==> src/rtl/seg7_pkg.sv <==
// Shared constants and types for the seven-segment scan controller.
package seg7_pkg;

  localparam int unsigned NUM_DIGITS = 4;

  // All segments off (active-low).
  localparam logic [6:0] SEG_OFF = 7'h7F;

  // Active-low segment patterns, bit6 = g ... bit0 = a. Entry n sits at [n].
  localparam logic [15:0][6:0] SEG_TABLE = {
    7'h0E,  // F
    7'h06,  // E
    7'h21,  // d
    7'h46,  // C
    7'h03,  // b
    7'h08,  // A
    7'h10,  // 9
    7'h00,  // 8
    7'h78,  // 7
    7'h02,  // 6
    7'h12,  // 5
    7'h19,  // 4
    7'h30,  // 3
    7'h24,  // 2
    7'h79,  // 1
    7'h40   // 0
  };

  typedef logic [1:0] digit_idx_t;

endpackage

==> src/rtl/seg7_hex_decode.sv <==
// Hex nibble to active-low seven-segment pattern; unknown nibbles give all-off.
module seg7_hex_decode
  import seg7_pkg::*;
(
  input  logic [3:0] nibble_i,
  output logic [6:0] seg_o
);

  // An X/Z nibble never compares true, so the all-off default survives.
  always_comb begin
    seg_o = SEG_OFF;
    for (int unsigned i = 0; i < 16; i++) begin
      if (nibble_i == 4'(i)) seg_o = SEG_TABLE[i[3:0]];
    end
  end

endmodule

==> src/rtl/seg7_scan_controller.sv <==
// Time-multiplexed 4-digit common-anode driver with per-slot blanking and
// once-per-frame shadow capture of the display inputs.
module seg7_scan_controller
  import seg7_pkg::*;
#(
  parameter int unsigned CLK_DIV      = 50000,
  parameter int unsigned BLANK_CYCLES = 500
) (
  input  logic        clk,
  input  logic        rst_n,
  input  logic [15:0] display,
  input  logic [3:0]  points,
  input  logic [3:0]  enable_digits,
  output logic [6:0]  seg,
  output logic        dp,
  output logic [3:0]  an,
  output logic        frame_start
);

  localparam int unsigned CNT_W = $clog2(CLK_DIV);
  localparam logic [CNT_W-1:0] CNT_MAX   = CNT_W'(CLK_DIV - 1);
  localparam logic [CNT_W-1:0] CNT_BLANK = CNT_W'(BLANK_CYCLES);
  localparam digit_idx_t       IDX_FIRST = digit_idx_t'(NUM_DIGITS - 1);

  logic [CNT_W-1:0] cnt_q, cnt_d;
  digit_idx_t       idx_q, idx_d;
  logic [15:0]      shadow_display_q, shadow_display_d;
  logic [3:0]       shadow_points_q, shadow_points_d;
  logic [3:0]       shadow_en_q, shadow_en_d;
  logic [3:0]       an_q, an_d;
  logic [6:0]       seg_q, seg_d;
  logic             dp_q, dp_d;
  logic             frame_start_q, frame_start_d;

  logic             load;
  logic             active;
  logic [3:0]       cur_nibble;
  logic [6:0]       cur_seg;

  assign cur_nibble = shadow_display_q[{idx_q, 2'b00} +: 4];

  seg7_hex_decode u_dec (
    .nibble_i (cur_nibble),
    .seg_o    (cur_seg)
  );

  // Next-state for slot counter, digit index, shadow capture and output registers.
  always_comb begin
    load             = (cnt_q == '0) && (idx_q == IDX_FIRST);
    cnt_d            = (cnt_q == CNT_MAX) ? '0 : cnt_q + 1'b1;
    idx_d            = (cnt_q == CNT_MAX) ? idx_q - 1'b1 : idx_q;
    shadow_display_d = shadow_display_q;
    shadow_points_d  = shadow_points_q;
    shadow_en_d      = shadow_en_q;
    if (load) begin
      shadow_display_d = display;
      shadow_points_d  = points;
      shadow_en_d      = enable_digits;
    end

    // Outputs are built from pre-edge state only; disabled digits never touch
    // the decoded nibble, so undriven inputs cannot leak to the pins.
    active        = (cnt_q >= CNT_BLANK) && (shadow_en_q[idx_q] == 1'b1);
    an_d          = '1;
    seg_d         = SEG_OFF;
    dp_d          = 1'b1;
    if (active) begin
      an_d[idx_q] = 1'b0;
      seg_d       = cur_seg;
      dp_d        = shadow_points_q[idx_q];
    end
    frame_start_d = load;
  end

  // State and output registers; reset blanks the display immediately.
  always_ff @(posedge clk or negedge rst_n) begin
    if (!rst_n) begin
      cnt_q            <= '0;
      idx_q            <= IDX_FIRST;
      shadow_display_q <= '0;
      shadow_points_q  <= '1;
      shadow_en_q      <= '0;
      an_q             <= '1;
      seg_q            <= SEG_OFF;
      dp_q             <= 1'b1;
      frame_start_q    <= 1'b0;
    end else begin
      cnt_q            <= cnt_d;
      idx_q            <= idx_d;
      shadow_display_q <= shadow_display_d;
      shadow_points_q  <= shadow_points_d;
      shadow_en_q      <= shadow_en_d;
      an_q             <= an_d;
      seg_q            <= seg_d;
      dp_q             <= dp_d;
      frame_start_q    <= frame_start_d;
    end
  end

  assign an          = an_q;
  assign seg         = seg_q;
  assign dp          = dp_q;
  assign frame_start = frame_start_q;

endmodule

==> config.mk <==
export PLATFORM = sky130hd
export DESIGN_NAME = seg7_scan_controller
export DESIGN_NICKNAME = d
export VERILOG_FILES = /design/src/rtl/seg7_pkg.sv /design/src/rtl/seg7_hex_decode.sv /design/src/rtl/seg7_scan_controller.sv
export SDC_FILE = /design/constraint.sdc
export NUM_CORES = 1
export LEC_CHECK = 0
export BUFFER_PORTS_ARGS = -buffer_cell sky130_fd_sc_hd__buf_2
export CAP_MARGIN = 20
export CORE_ASPECT_RATIO = 1.5
export CORE_MARGIN = 4
export CORE_UTILIZATION = 60
export CTS_CLUSTER_SIZE = 25
export DETAILED_ROUTE_END_ITERATION = 12
export PLACE_DENSITY_LB_ADDON = 0.3
export SYNTH_ARGS = -nofsm -noshare
export SYNTH_HDL_FRONTEND = slang
export SYNTH_SLANG_ARGS = --single-unit
==> constraint.sdc <==
create_clock -name clk -period 3.25 [get_ports clk]
set_input_delay 0.325 -clock clk [delete_from_list [all_inputs] [get_ports clk]]
set_output_delay 0.325 -clock clk [all_outputs]
set_load 0.01 [all_outputs]
* Yosys cells after proc, flatten, opt, wreduce, memory -nomap -nowiden *
Cells that the tools add are included.

word-level totals
  bits in registers = 55
  bits of input ports = 26
  output and inout port bits = 13
  logic and storage cells = 64

operators by class
  $add $sub $neg = 2
  $lt $le $gt $ge = 3
  equal/unequal tests = 17
  shifts and indexed selects = 1
  mux-type cells = 26
  bitwise operators = 1
  reduce and logical (&&, ||, !) cells = 5

operators by type and width
  operator               number
  $mux 7                 15
  $eq 4x4->1 const B     8
  $add 16x1->16 const B  1
  $eq 16x16->1 const B   1
  $eq 4x3->1 const B     4
  $ge 16x9->1 const B    1
  $logic_not 16->1       1
  $mux 16                1
  $shiftx 16x5->4        1
  $mux 6                 2
  $eq 4x2->1 const B     2
  $bmux 1 s2             2
  $eq 4x1->1 const B     1
  $logic_not 4->1        1
  $mux 1                 4
  $mux 4                 1
  $not 4->4              1
  $logic_and 1x1->1      3
  $lt 2x3->1 const B     1
  $demux 1 s2            1
  $eq 2x2->1 const B     1
  $ge 2x1->1 const B     1
  $sub 2x1->2 const B    1

* Depth between registers and ports, before layout *
  depth in word-level cells = 19
  depth in mapped cells = 6
  mapped depth without buffers = 5

* Modules after synthesis *
Synthesis repeated with hierarchy kept, for this count alone.

second synthesis, totals
  cell total of the unflattened synthesis = 208
  area, all modules = 2606.2 um^2

by module, submodules not included
  module                instances  cells each  area an instance (um^2)  sequential area each (um^2)
  seg7_scan_controller  1          176         2394.8                   1398.8
  seg7_hex_decode       1          32          211.5                    0.0

* Worst setup path before layout *
OpenSTA, ideal clock, no wires.

  kind = register to register
  start point = reg idx_q[0]
  end point = reg seg_q[3] (netlist: seg[3])
  library setup time = 0.088 ns
  arrival time = 1.847 ns
  data required time = 3.162 ns
  slack = 1.315 ns
  cell stages (with the launch flop) = 7
  path buffers = 2
  clock period less this slack = 1.935 ns
  path through = dfstp_2 buf_6 mux4_2 buf_6 xnor2_1 nor3_1 or3b_1

on the way
  longest elaborated chain between the ends = 19
  elaborated cells between the ends (all ways) = 37
  those cells by class = eq/ne (15); shift (1); mux (19); reduce/logical (2)

ends and longest elaborated chain
  item                      RTL line                    RTL
  start: declaration        seg7_scan_controller.sv:26  digit_idx_t idx_q, idx_d;
  start signal: assignment  seg7_scan_controller.sv:89  idx_q <= idx_d;
  $shiftx 16x5->4           seg7_scan_controller.sv:40  assign cur_nibble = shadow_display_q[{idx_q, 2'b00} +: 4];
  $logic_not 4->1           seg7_hex_decode.sv:13       if (nibble_i == 4'(i)) seg_o = SEG_TABLE[i[3:0]];
  $mux 6 (2 in a row)       seg7_hex_decode.sv:13
  $mux 7 (14 in a row)      seg7_hex_decode.sv:13
  $mux 7 *                  seg7_scan_controller.sv:67  if (active) begin
  named net seg_d[3]        seg7_scan_controller.sv:31  logic [6:0] seg_q, seg_d;
  end signal: assignment    seg7_scan_controller.sv:94  seg_q <= seg_d;
  end: declaration          seg7_scan_controller.sv:31

The timed path passes the listed nets; every way through them passes the cells marked *. The select of a mux whose other input is x is not followed.
A chain may end at the register's enable or synchronous reset.

* Worst setup path after layout *
Same ends and word-level chain as after synthesis.

==> results.md <==
• **worst setup slack before clock tree synthesis** 1.124 ns
• **post-route clock period utilization** 65.40%
• **detailed placement HPWL** 3465 µm
• **number of DRC violations after detailed-routing iteration 0** 55
• **CTS tree** yes
• **fraction of power spent switching nets** 19.82%
• **worst supply voltage drop on vdd** 0.0003486 V
• **library cell with the highest instance count after synthesis** sky130_fd_sc_hd__dfrtp_1
• **remaining number of nets flagged by the antenna check after routing** 0
• **number of instances in the synthesized netlist** 199
• **number of search-and-repair iterations in the first detailed-routing pass** 4
• **setup TNS** 0 ns
• **total of flip-flops plus latches after synthesis** 55
• **Reg-to-Reg Start** idx_q[0]
• **cell taking the most area after synthesis** sky130_fd_sc_hd__dfrtp_1
• **fill count** 323
• **total routed wire length on the met1 layer** 1732 µm
• **Yosys warning count** 0
• **largest delay contributor family on the critical path** flip-flops
• **sequential element share of the synthesized area** 54.14%
• **Tmin final** 2.125 ns
• **worst min-delay path category** primary input to async pin
• **wire length of the first global-routing pass** 7900 µm
• **number of maximum-capacitance violations** 0
• **Clk network pwr share** 35.9%
• **number of clock sinks seen by CTS** 55
• **IO Count** 39
• **Syn Nets** 231
• **setup repair after global routing missed its margin** no
• **critical path class** flop to flop
• **fraction of final layout cells with drive strength greater than 1** 44.17%
• **pins over their slew limit** 0
• **number of endpoints failing setup at the final stage** 0
• **maximum clock frequency** 470.5 MHz
• **maximum fanout encountered on the critical timing path** 14
• **setup slack on the worst flop-to-flop path** 1.12 ns
• **combined area of the multi-input logic cells** 0.001075 mm²
• **clock insertion delay at the later pin of the skew report** 0.30 ns
• **peak per-stage delay on the critical path** 0.70 ns
• **leakage power figure** 1.266 nW
• **I/O Buffers** 38
• **initial antenna violation count** 0
• **initial core utilization** 61.39%
• **endpoints failing hold** 0
• **grt ovf** 0
• **CP dominant cell by count** sky130_fd_sc_hd__or3b_1
• **status** complete, no violations
• **number of vias per cell** 5.685
• **Unique masters post-synth** 39
• **Comb power frac** 2.6%
• **Die Height** 88.37 µm
• **global-route usage over all layers** 19.57%
• **mean routed wirelength per cell** 16.07 µm
• **Layout Skew** 0.009620 ns
• **detailed-routed wire length on met2** 2573 µm
• **post-route setup slack** 1.125 ns
• **Critical Path, Cell by Cell** mux4_2 > or3b_1 > a21oi_1 > or3b_1
• **wire length after detailed routing** 4597 µm
• **Storage cell area** 0.001399 mm²
• **DR top layer** met4
• **startpoint kind of the worst setup timing path** flop
• **Post-synth ARST share** 100.0%
• **area enclosed by the die boundary** 0.005442 mm²
• **CP arrival** 2.38 ns
• **proportion of netlist area held by the largest area contributor** 35.84%
• **met3 routed WL** 208 µm
• **count of standard-cell rows** 29
• **synthesized area per cell** 12.98 µm²
• **CP max stage cell** sky130_fd_sc_hd__dfstp_2
• **number of enable-type register cells in the synthesized netlist** 0
• **buffer and inverter count on the worst path** 0
• **# resized after CTS** 0
• **width of the die** 61.58 µm
• **Post-layout nets** 271
• **number of cells on the worst reg-to-reg path** 4
• **clock transition time at the flip-flop clock pins of the worst setup and hold paths** 0.09 ns
• **Residual DRC** 0
• **Area Growth Syn to Fin** 11.82%
• **CTS HTree Levels** 2
• **post-CTS repair timing setup buffer count** 0
• **power density over the cells** 385.0 mW/mm²
• **placer's final routability congestion estimate** 0.9228
• **floorplan core area** 0.004209 mm²
• **design internal power** 891.8 µW
• **power spent charging and discharging nets** 220.5 µW
• **Slew headroom** 50.47%
• **maximum number of pins on one net before global-route repair** 27
• **number of buffers between clock root and the deepest sink** 2
• **most instantiated cells after synthesis** sky130_fd_sc_hd__dfrtp_1 (37), sky130_fd_sc_hd__mux2_2 (26), sky130_fd_sc_hd__dfstp_2 (18)
• **clock tree root buffer cell** sky130_fd_sc_hd__clkbuf_8
• **Antenna Cells** 0
• **leading register cell type out of synthesis** sky130_fd_sc_hd__dfrtp_1
• **Reg power frac** 61.6%
• **via count of the first global-routing pass** 1742
• **top cells by area, synth** sky130_fd_sc_hd__dfrtp_1 (36%), sky130_fd_sc_hd__dfstp_2 (18%), sky130_fd_sc_hd__mux2_2 (11%)
• **post-synthesis cell area** 0.002584 mm²
• **number of buffers inserted during clock tree synthesis** 5
• **required time of the worst setup path** 3.50 ns
• **Post-CTS Hold Fix Bufs** 0
• **crit path capture type** flop
• **total number of vias** 1626
• **endpoint of the worst register-to-register path** seg[3]
• **transition time at the pin with the least slew margin** 0.7362 ns
-- power groups by stage --
stage	clock, mW	sequential (mW)	combinational [mW]
2_1_floorplan	0	0.698	0.000244
3_3_place_gp	0	0.698	0.0293
3_5_place_dp	0	0.698	0.0297
4_1_cts	0.415	0.685	0.0298
5_1_grt	0.444	0.685	0.0333
6_report	0.399	0.685	0.0285
-- registers in the layout, summed over array words and instances (netlist names), 2 cells and up --
register and count:
shadow_en_q 4, cnt_q 16, shadow_points_q 4, idx_q 2
an 4, shadow_display_q 16, seg 7
-- cell type report --
class,instances,area share (%)
flip-flops and latches,55,48.42
multi-input cells,126,37.20
repair buffers,43,7.882
clock buffers,8,3.465
well taps,46,1.992
inverters,8,1.039
-- per-stage QoR --
step	cells	utilization [%]	total power, mW	hold WS, ns	instance area (µm²)
6_report	286	68.64	1.112	0.0007886	2889
5_1_grt	286	68.64	1.163	0.02646	2889
4_1_cts	286	68.64	1.130	0.01110	2889
3_5_place_dp	278	66.26	0.7272	0.3389	2789
3_3_place_gp	278	66.26	0.7268	0.3352	2789
2_1_floorplan	199	-	0.6980	0.02941	2584
-- worst max-delay path by stage --
stage             start                   to  slack (ns)  depth (start not counted)
2_1_floorplan  idx_q[0]               seg[3]        1.32                          6
3_3_place_gp   idx_q[0]  shadow_display_q[7]        1.15                          5
3_5_place_dp   idx_q[0]  shadow_display_q[7]        1.12                          5
4_1_cts        idx_q[0]  shadow_display_q[7]        1.12                          5
5_1_grt        idx_q[0]       shadow_en_q[3]        1.04                          5
6_report       idx_q[0]               seg[3]        1.12                          4
-- layer usage --
metal / track usage [%] / vias up
met1: 22.48 / 803
met2: 34.89 / 36
li1: - / 780
met4: 6.757 / 0
met5: 0 / -
met3: 4.234 / 7
-- logic make-up (layout without fill, tap and decap cells) --
logic type | Yosys count | after routing | synth area share, %
AND/OR/NAND/NOR | 60 | 60 | 13.17
buffers and inverters | 18 | 59 | 4.261
XOR/XNOR | 15 | 15 | 5.085
AO/OA/AOI/OAI | 11 | 11 | 3.100
multiplexers | 34 | 34 | 17.34
adder cells (fa/ha/maj) | 6 | 6 | 2.905
flip-flops | 55 | 55 | 54.14
-- placed cells by master (no fill, tap or decap), types with 4 or more instances in the layout --
master | synthesis | layout
sky130_fd_sc_hd__buf_2 | 3 | 38
sky130_fd_sc_hd__clkbuf_8 | 0 | 7
sky130_fd_sc_hd__xnor2_1 | 10 | 10
sky130_fd_sc_hd__mux2_2 | 26 | 26
sky130_fd_sc_hd__nand4_1 | 4 | 4
sky130_fd_sc_hd__nor2_1 | 13 | 13
sky130_fd_sc_hd__nor3_1 | 4 | 4
sky130_fd_sc_hd__inv_1 | 8 | 8
sky130_fd_sc_hd__ha_1 | 6 | 6
sky130_fd_sc_hd__dfrtp_1 | 37 | 37
sky130_fd_sc_hd__dfstp_2 | 18 | 18
sky130_fd_sc_hd__mux4_2 | 6 | 6
sky130_fd_sc_hd__buf_4 | 0 | 5
sky130_fd_sc_hd__nand2_1 | 14 | 14
sky130_fd_sc_hd__xor2_1 | 5 | 5
sky130_fd_sc_hd__nand3_1 | 7 | 7
-- worst reg2reg max path: stages (launching register included) --
cell,delay [ns]
sky130_fd_sc_hd__dfstp_2,0.70
sky130_fd_sc_hd__mux4_2,0.70
sky130_fd_sc_hd__or3b_1,0.42
sky130_fd_sc_hd__a21oi_1,0.14
sky130_fd_sc_hd__or3b_1,0.12
No activity file was read; power rests on OpenSTA's default activity.
